**config.mk**
```make
export PLATFORM = sky130hd
export DESIGN_NAME = vga_scan
export DESIGN_NICKNAME = d
export VERILOG_FILES = /design/src/rtl/vga_scan.sv
export SDC_FILE = /design/constraint.sdc
export NUM_CORES = 1
export LEC_CHECK = 0
export BUFFER_PORTS_ARGS = -buffer_cell sky130_fd_sc_hd__buf_2
export CORE_MARGIN = 1.5
export CORE_UTILIZATION = 54
export DETAILED_ROUTE_END_ITERATION = 10
export HOLD_SLACK_MARGIN = 0.08
export PLACE_DENSITY = 0.83
export SYNTH_ARGS = -nofsm -noshare
export SYNTH_HDL_FRONTEND = slang
export SYNTH_SLANG_ARGS = --single-unit
```
**constraint.sdc**
```tcl
create_clock -name clk -period 3 [get_ports clk]
set_clock_uncertainty 0.1 [all_clocks]
set_input_delay 0 -clock clk [delete_from_list [all_inputs] [get_ports clk]]
set_output_delay 0 -clock clk [all_outputs]
set_load 0.01 [all_outputs]
```
**src/rtl/vga_scan.sv**
```systemverilog
// VGA scan controller: issues pixel coordinates to a registered renderer and
// re-aligns sync/blank with the colour it returns before driving the DAC pins.
module vga_scan #(
  parameter int H_VALID = 640,
  parameter int H_FP    = 16,
  parameter int H_SYNC  = 96,
  parameter int H_BP    = 48,
  parameter int V_VALID = 480,
  parameter int V_FP    = 10,
  parameter int V_SYNC  = 2,
  parameter int V_BP    = 33,
  parameter int CLK_DIV = 4,
  parameter int PIX_LAT = 1
) (
  input  logic        clk,
  input  logic        rst,
  input  logic [11:0] pix_data,
  output logic [9:0]  x,
  output logic [8:0]  y,
  output logic        hs,
  output logic        vs,
  output logic [3:0]  r,
  output logic [3:0]  g,
  output logic [3:0]  b,
  output logic        active,
  output logic        frame_start
);

  localparam int H_TOTAL = H_VALID + H_FP + H_SYNC + H_BP;
  localparam int V_TOTAL = V_VALID + V_FP + V_SYNC + V_BP;

  localparam logic [9:0] H_LAST = 10'(H_TOTAL - 1);
  localparam logic [9:0] V_LAST = 10'(V_TOTAL - 1);
  localparam logic [9:0] H_VIS  = 10'(H_VALID);
  localparam logic [9:0] V_VIS  = 10'(V_VALID);
  localparam logic [9:0] HS_BEG = 10'(H_VALID + H_FP);
  localparam logic [9:0] HS_END = 10'(H_VALID + H_FP + H_SYNC);
  localparam logic [9:0] VS_BEG = 10'(V_VALID + V_FP);
  localparam logic [9:0] VS_END = 10'(V_VALID + V_FP + V_SYNC);
  localparam logic [3:0] DIV_LAST = 4'(CLK_DIV - 1);

  logic [3:0]         div;
  logic               tick;
  logic [9:0]         h_cnt;
  logic [9:0]         v_cnt;
  logic               vis;
  logic               hs_raw;
  logic               vs_raw;
  logic [PIX_LAT-1:0] vis_pipe;
  logic [PIX_LAT-1:0] hs_pipe;
  logic [PIX_LAT-1:0] vs_pipe;

  assign tick   = !rst && (div == DIV_LAST);
  assign vis    = (h_cnt < H_VIS) && (v_cnt < V_VIS);
  assign hs_raw = !((h_cnt >= HS_BEG) && (h_cnt < HS_END));
  assign vs_raw = !((v_cnt >= VS_BEG) && (v_cnt < VS_END));

  always_ff @(posedge clk) begin
    if (rst || tick) begin
      div <= '0;
    end else begin
      div <= div + 4'd1;
    end
  end

  always_ff @(posedge clk) begin
    if (rst) begin
      h_cnt <= '0;
      v_cnt <= '0;
    end else if (tick) begin
      if (h_cnt == H_LAST) begin
        h_cnt <= '0;
        v_cnt <= (v_cnt == V_LAST) ? 10'd0 : v_cnt + 10'd1;
      end else begin
        h_cnt <= h_cnt + 10'd1;
      end
    end
  end

  // Coordinates are zeroed in blanking so the renderer never sees out-of-frame rows.
  always_ff @(posedge clk) begin
    if (rst) begin
      x           <= '0;
      y           <= '0;
      frame_start <= 1'b0;
    end else begin
      frame_start <= tick && (h_cnt == 10'd0) && (v_cnt == 10'd0);
      if (tick) begin
        x <= vis ? h_cnt : 10'd0;
        y <= vis ? v_cnt[8:0] : 9'd0;
      end
    end
  end

  // Stage 0 loads alongside x/y, so the last stage lines up with the renderer's reply.
  always_ff @(posedge clk) begin
    if (rst) begin
      vis_pipe  <= '0;
      hs_pipe   <= '1;
      vs_pipe   <= '1;
      active    <= 1'b0;
      hs        <= 1'b1;
      vs        <= 1'b1;
      {r, g, b} <= 12'h000;
    end else if (tick) begin
      vis_pipe[0] <= vis;
      hs_pipe[0]  <= hs_raw;
      vs_pipe[0]  <= vs_raw;
      for (int i = 1; i < PIX_LAT; i++) begin
        vis_pipe[i] <= vis_pipe[i-1];
        hs_pipe[i]  <= hs_pipe[i-1];
        vs_pipe[i]  <= vs_pipe[i-1];
      end
      active    <= vis_pipe[PIX_LAT-1];
      hs        <= hs_pipe[PIX_LAT-1];
      vs        <= vs_pipe[PIX_LAT-1];
      {r, g, b} <= vis_pipe[PIX_LAT-1] ? pix_data : 12'h000;
    end
  end

endmodule

```
======== Word level (Yosys, flattened, before mapping) ========
Index checks and enable logic that the tools add are counted.
cells by class
  reductions and logical operators ........ 13
  add/subtract/negate cells ............... 3
  magnitude comparators ................... 6
  multiplexer cells ....................... 5
  equal/unequal tests ..................... 3
operators with widths
  kind                   count
  $mux 10                3
  $add 10x1->10 const B  2
  $eq 10x10->1 const B   2
  $logic_not 10->1       2
  $lt 10x10->1 const B   2
  $lt 10x9->1 const B    2
  $mux 12                1
  $ge 10x10->1 const B   1
  $ge 10x9->1 const B    1
  $mux 9                 1
  $logic_and 1x1->1      6
  $add 4x1->4 const B    1
  $eq 4x2->1 const B     1
  $logic_not 1->1        3
  $reduce_and 2->1       1
  $logic_or 1x1->1       1
word-level totals
  bits of input ports ..................... 14
  bits in registers ....................... 62
  word-level logic and storage cells ...... 45
  output and inout port bits .............. 35

======== Longest topological paths before layout ========
  depth in word-level cells ............... 4
  gate-level depth with buffers ........... 7
  gate-level depth less buffers ........... 6

======== Worst setup path before layout ========
No wires, ideal clock.
  path kind ............................... register to register
  start ................................... register div[0]
  end ..................................... register h_cnt[7]
  data required time ...................... 2.830 ns
  arrival ................................. 1.984 ns
  path slack .............................. 0.845 ns
  cell stages (with the launch flop) ...... 6
  period minus slack after synthesis ...... 2.155 ns
  setup time .............................. 0.070 ns
  path buffers ............................ 0
  cells stage by stage .................... dfxtp_1 ha_1 or4b_4 or4_4 or3_1 a21oi_1
between the ends
  longest elaborated chain between the ends .. 2
ends and longest elaborated chain
  element                 line  RTL
  start, declared         42    logic [3:0] div;
  start signal, assigned  62    div <= div + 4'd1;
  $eq 4x2->1              53    assign tick = !rst && (div == DIV_LAST);
  $logic_and 1x1->1       53
  end signal, assigned    75    h_cnt <= h_cnt + 10'd1;
  end, declared           44    logic [9:0] h_cnt;
No other way between the ends.
A chain may end at the register's enable or synchronous reset.

======== Worst setup path in the final report ========
  start ................................... register div[0]
  end ..................................... register y[2]
between the ends
  longest elaborated chain between the ends .. 2
ends and longest elaborated chain
  element               line  RTL
  $eq 4x2->1            53
  $logic_and 1x1->1     53
  end signal, assigned  90    y <= vis ? v_cnt[8:0] : 9'd0;
  end, declared         19    output logic [8:0] y,
No other way between the ends.

==> PnR_summary.wiki <==
{| class="wikitable"
! Metric !! Value
|-
| Critical Path Start || div[0]$_SDFF_PP0_
|-
| Setup violators final || 0
|-
| Final Cell Area || just over 3000 sq um
|-
| Number of flops mapped to enable cells by yosys || 0
|-
| Overall fraction of global-route tracks in use || between 20 and 30%
|-
| Core outline area || 4350 sq um
|-
| Maximum clock rate || approximately 390 MHz
|-
| Max-cap violations || 0
|-
| Placed inst area || between 2000 and 3000 sq um
|-
| Post-synthesis average cell area || around 9.7 sq um
|-
| Number of rows created at floorplan || 24
|-
| Result of the run || completed
|-
| Average wire length per cell after detail routing || between 15 and 20 um
|-
| Placement-stage worst setup slack || ~500 ps
|-
| Most area-consuming cells after synthesis || sky130_fd_sc_hd__dfxtp_1, sky130_fd_sc_hd__a22o_1, sky130_fd_sc_hd__nand2_1, sky130_fd_sc_hd__nor2_1, sky130_fd_sc_hd__ha_1
|-
| Proportion of layout cells with a drive suffix above 1 || a little under a quarter
|-
| Number of nets at the end of the flow || 333
|-
| Yosys top cell by area || sky130_fd_sc_hd__dfxtp_1
|-
| Syn_nets || 272
|-
| Top routing layer in use || met4
|-
| ANT nets after route || 0
|-
| Met2 routed wirelength || 2.71 mm
|-
| Drc violations || 0
|-
| List of most frequent post-synthesis cells || sky130_fd_sc_hd__dfxtp_1, sky130_fd_sc_hd__a22o_1, sky130_fd_sc_hd__nand2_1, sky130_fd_sc_hd__nor2_1, sky130_fd_sc_hd__clkbuf_1
|-
| Final GP Congestion || roughly 0.90
|-
| Cell area after technology mapping || 2450 sq um
|-
| Proportion of synthesized flip-flops having asynchronous set or reset || 0%
|-
| Buffer type at the clock tree root || sky130_fd_sc_hd__clkbuf_8
|-
| Kind of start point of the critical path || register
|-
| Endpoint of the most critical register-to-register path || y[2]$_SDFFE_PP0P_
|-
| Data arrival time of the worst path || ~2700 ps
|-
| Number of storage elements in the synthesis netlist || between 60 and 70
|-
| Setup repair after global routing missed its margin || false
|-
| Hold-fix buffers, CTS || 13
|-
| Crit path largest cell delay || just under 600 ps
|-
| Min-delay worst type || primary input to register
|-
| Total Die Area || between 4000 and 5000 sq um
|-
| Remaining max-slew budget at the tightest pin || 68.0%
|-
| Total clock buffers created by CTS || 9
|-
| Count of routing violations after the opening detailed-route iteration || ~160
|-
| Peak supply drop || roughly 0.00037 V
|-
| Worst hold margin || around 310 ps
|-
| Final period utilization || a little over four fifths
|-
| Post-DR vias/cell || around 5.9
|-
| Setup total negative slack || 0 ps
|-
| Latest clock arrival within the worst-skew pair || about 340 ps
|-
| Total setup buffers inserted after CTS || 0
|-
| Area share of the largest cell type after synthesis || roughly 51%
|-
| Final core utilization || around 70%
|-
| Worst reg2reg setup slack || 450 ps
|-
| Clk pin slew, worst setup/hold paths || roughly 70 ps
|-
| Critical R2R Launch || div[0]$_SDFF_PP0_
|-
| Antenna violations before repair || 0
|-
| Global-route wire length before repair || about 10 mm
|-
| Most common cell in the netlist || sky130_fd_sc_hd__dfxtp_1
|-
| Overall power || approximately 1.7 mW
|-
| Library cell contributing the largest single delay on the critical path || sky130_fd_sc_hd__or3b_2
|-
| Clock buffer depth || 2
|-
| Primary FF master, synth || sky130_fd_sc_hd__dfxtp_1
|-
| Final instance count without filler cells || between 300 and 400
|-
| Critical path capture point || y[2]$_SDFFE_PP0P_
|-
| Maximum number of pins on one net before global-route repair || 33
|-
| PD cells || ~540 nW/um^2
|-
| Post-synthesis cell type count || 39
|-
| Final critical path time including I/O delays and setup || 2550 ps
|-
| Part of the Yosys area used for sequential elements || between 50% and 60%
|-
| Gate count after technology mapping || 253
|-
| Placed cells || roughly 340
|-
| Required time of the critical path || ~3200 ps
|-
| Number of I/O port buffers || 48
|-
| CP Class || register to register
|-
| Met3 WL || ~390 um
|-
| Critical path fanouts, max || 11
|-
| Critical path buffer and inverter count || 1
|-
| Critical path depth in cells || 6
|-
| Depth of the CTS H-tree || 3
|-
| List of cells traversed by the critical path || ha_1, or3b_2, or3_1, nor2_2, buf_4, a22o_1
|-
| Area Growth Syn to Fin || 25.0%
|-
| Resized Gates After CTS || 0
|-
| Worst R2R Path Depth || 6
|-
| Initial Utilization || a little under three fifths
|-
| Total count of max-transition violations in the final report || 0
|-
| Slew of the pin with the lowest slew margin || slightly below 500 ps
|-
| Total vias in the final route || about 2,200
|-
| Layout filler cell count || 315
|-
| Met1 wire length || 2.71 mm
|-
| Detailed-route wire length || 5.94 mm
|-
| LEAKAGE || between 1 and 1.5 nW
|-
| Clk sinks || between 60 and 70
|-
| Via count of the first global-routing pass || about 2,000
|-
| Antenna Diode Count || 0
|-
| HPWL reported at the end of detailed placement || about 3.7 mm
|-
| Global route overflow || 0
|-
| CTS tree || done
|-
| Die span in y || ~70 um
|-
| Number of search-and-repair iterations in the first detailed-routing pass || 4
|-
| Critical path capture point type || register
|-
| Hold Violations, Final || 0
|-
| Smallest setup slack after layout || about 450 ps
|-
| Io pins || 49
|-
| Family with the most delay on the worst path || simple AND/OR/NAND/NOR gates
|-
| Warning count from the yosys run || 0
|-
| Horizontal die dimension || around 70 um
|}
worst min-delay path by stage:
| stage | startpoint | to | slack, ps | depth (start not counted) |
|---|---|---|---|---|
| after CTS | pix_data[0] | b[0]$_SDFFE_PP0P_ | 300 | 3 |
| after global placement | pix_data[0] | b[0]$_SDFFE_PP0P_ | 110 | 2 |
| after global routing | pix_data[5] | g[1]$_SDFFE_PP0P_ | 330 | 3 |
| after detailed placement | pix_data[9] | r[1]$_SDFFE_PP0P_ | 120 | 2 |
| after floorplan | pix_data[0] | b[0]$_SDFFE_PP0P_ | 30 | 1 |
| final | pix_data[0] | b[0]$_SDFFE_PP0P_ | 310 | 3 |
worst reg2reg max path, stage by stage (launching register included):
cell and delay (ps):
sky130_fd_sc_hd__dfxtp_1 360, sky130_fd_sc_hd__ha_1 250, sky130_fd_sc_hd__or3b_2 590, sky130_fd_sc_hd__or3_1 380, sky130_fd_sc_hd__nor2_2 400, sky130_fd_sc_hd__buf_4 260
sky130_fd_sc_hd__a22o_1 150
routing by layer:
layer | global-route usage [%] | vias up
met5 | 0 | -
met2 | 38.8 | 70
li1 | - | 1058
met3 | 5.34 | 11
met4 | 13.7 | 0
met1 | 32.6 | 1037
layout by cell type (no fill, tap or decap), drive strengths merged, types with 5 or more instances in the layout:
cell type     n
dfxtp        62
buf          55
a22o         31
nand2        18
nor2         18
dlygate4sd3  13
clkbuf       12
a21oi        10
nand4         9
nand3         8
inv           7
o21ai         7
and3          6
o31ai         6
nor4          6
or4           6
or3           5
xnor2         5
xor2          5
ha            5
report_power, final:
group	switching [mW]	leakage, nW	internal (mW)
Clock	0.315	0.106	0.425
Sequential	0.00767	0.500	0.833
Combinational	0.0481	0.697	0.0394
Total	0.371	1.30	1.30
cells by family after synthesis:
group,after synthesis,synth area share [%]
AOI/OAI and AO/OA,60,18.3
adders and majority gates,5,2.55
and+or+nand+nor,91,20.9
buffers and inverters,25,4.18
xor gates and xnor gates,10,3.57
DFF,62,50.6
flip-flops by register name, indices dropped and copies added, names as in the netlist, 4 cells and up:
register,count
h_cnt,10
v_cnt,10
x,10
y,9
b,4
div,4
g,4
r,4
final cells by class:
type	instances	area, sq um	area share (%)
Clock inverter	4	45.0	1.47
Inverter	7	26.3	0.856
Clock buffer	12	155	5.06
Tap cell	52	65.1	2.12
Sequential cell	62	1240	40.5
Multi-Input combinational cell	166	1110	36.3
Timing Repair Buffer	68	423	13.8
Note: power is estimated with default switching activity, not from simulation.
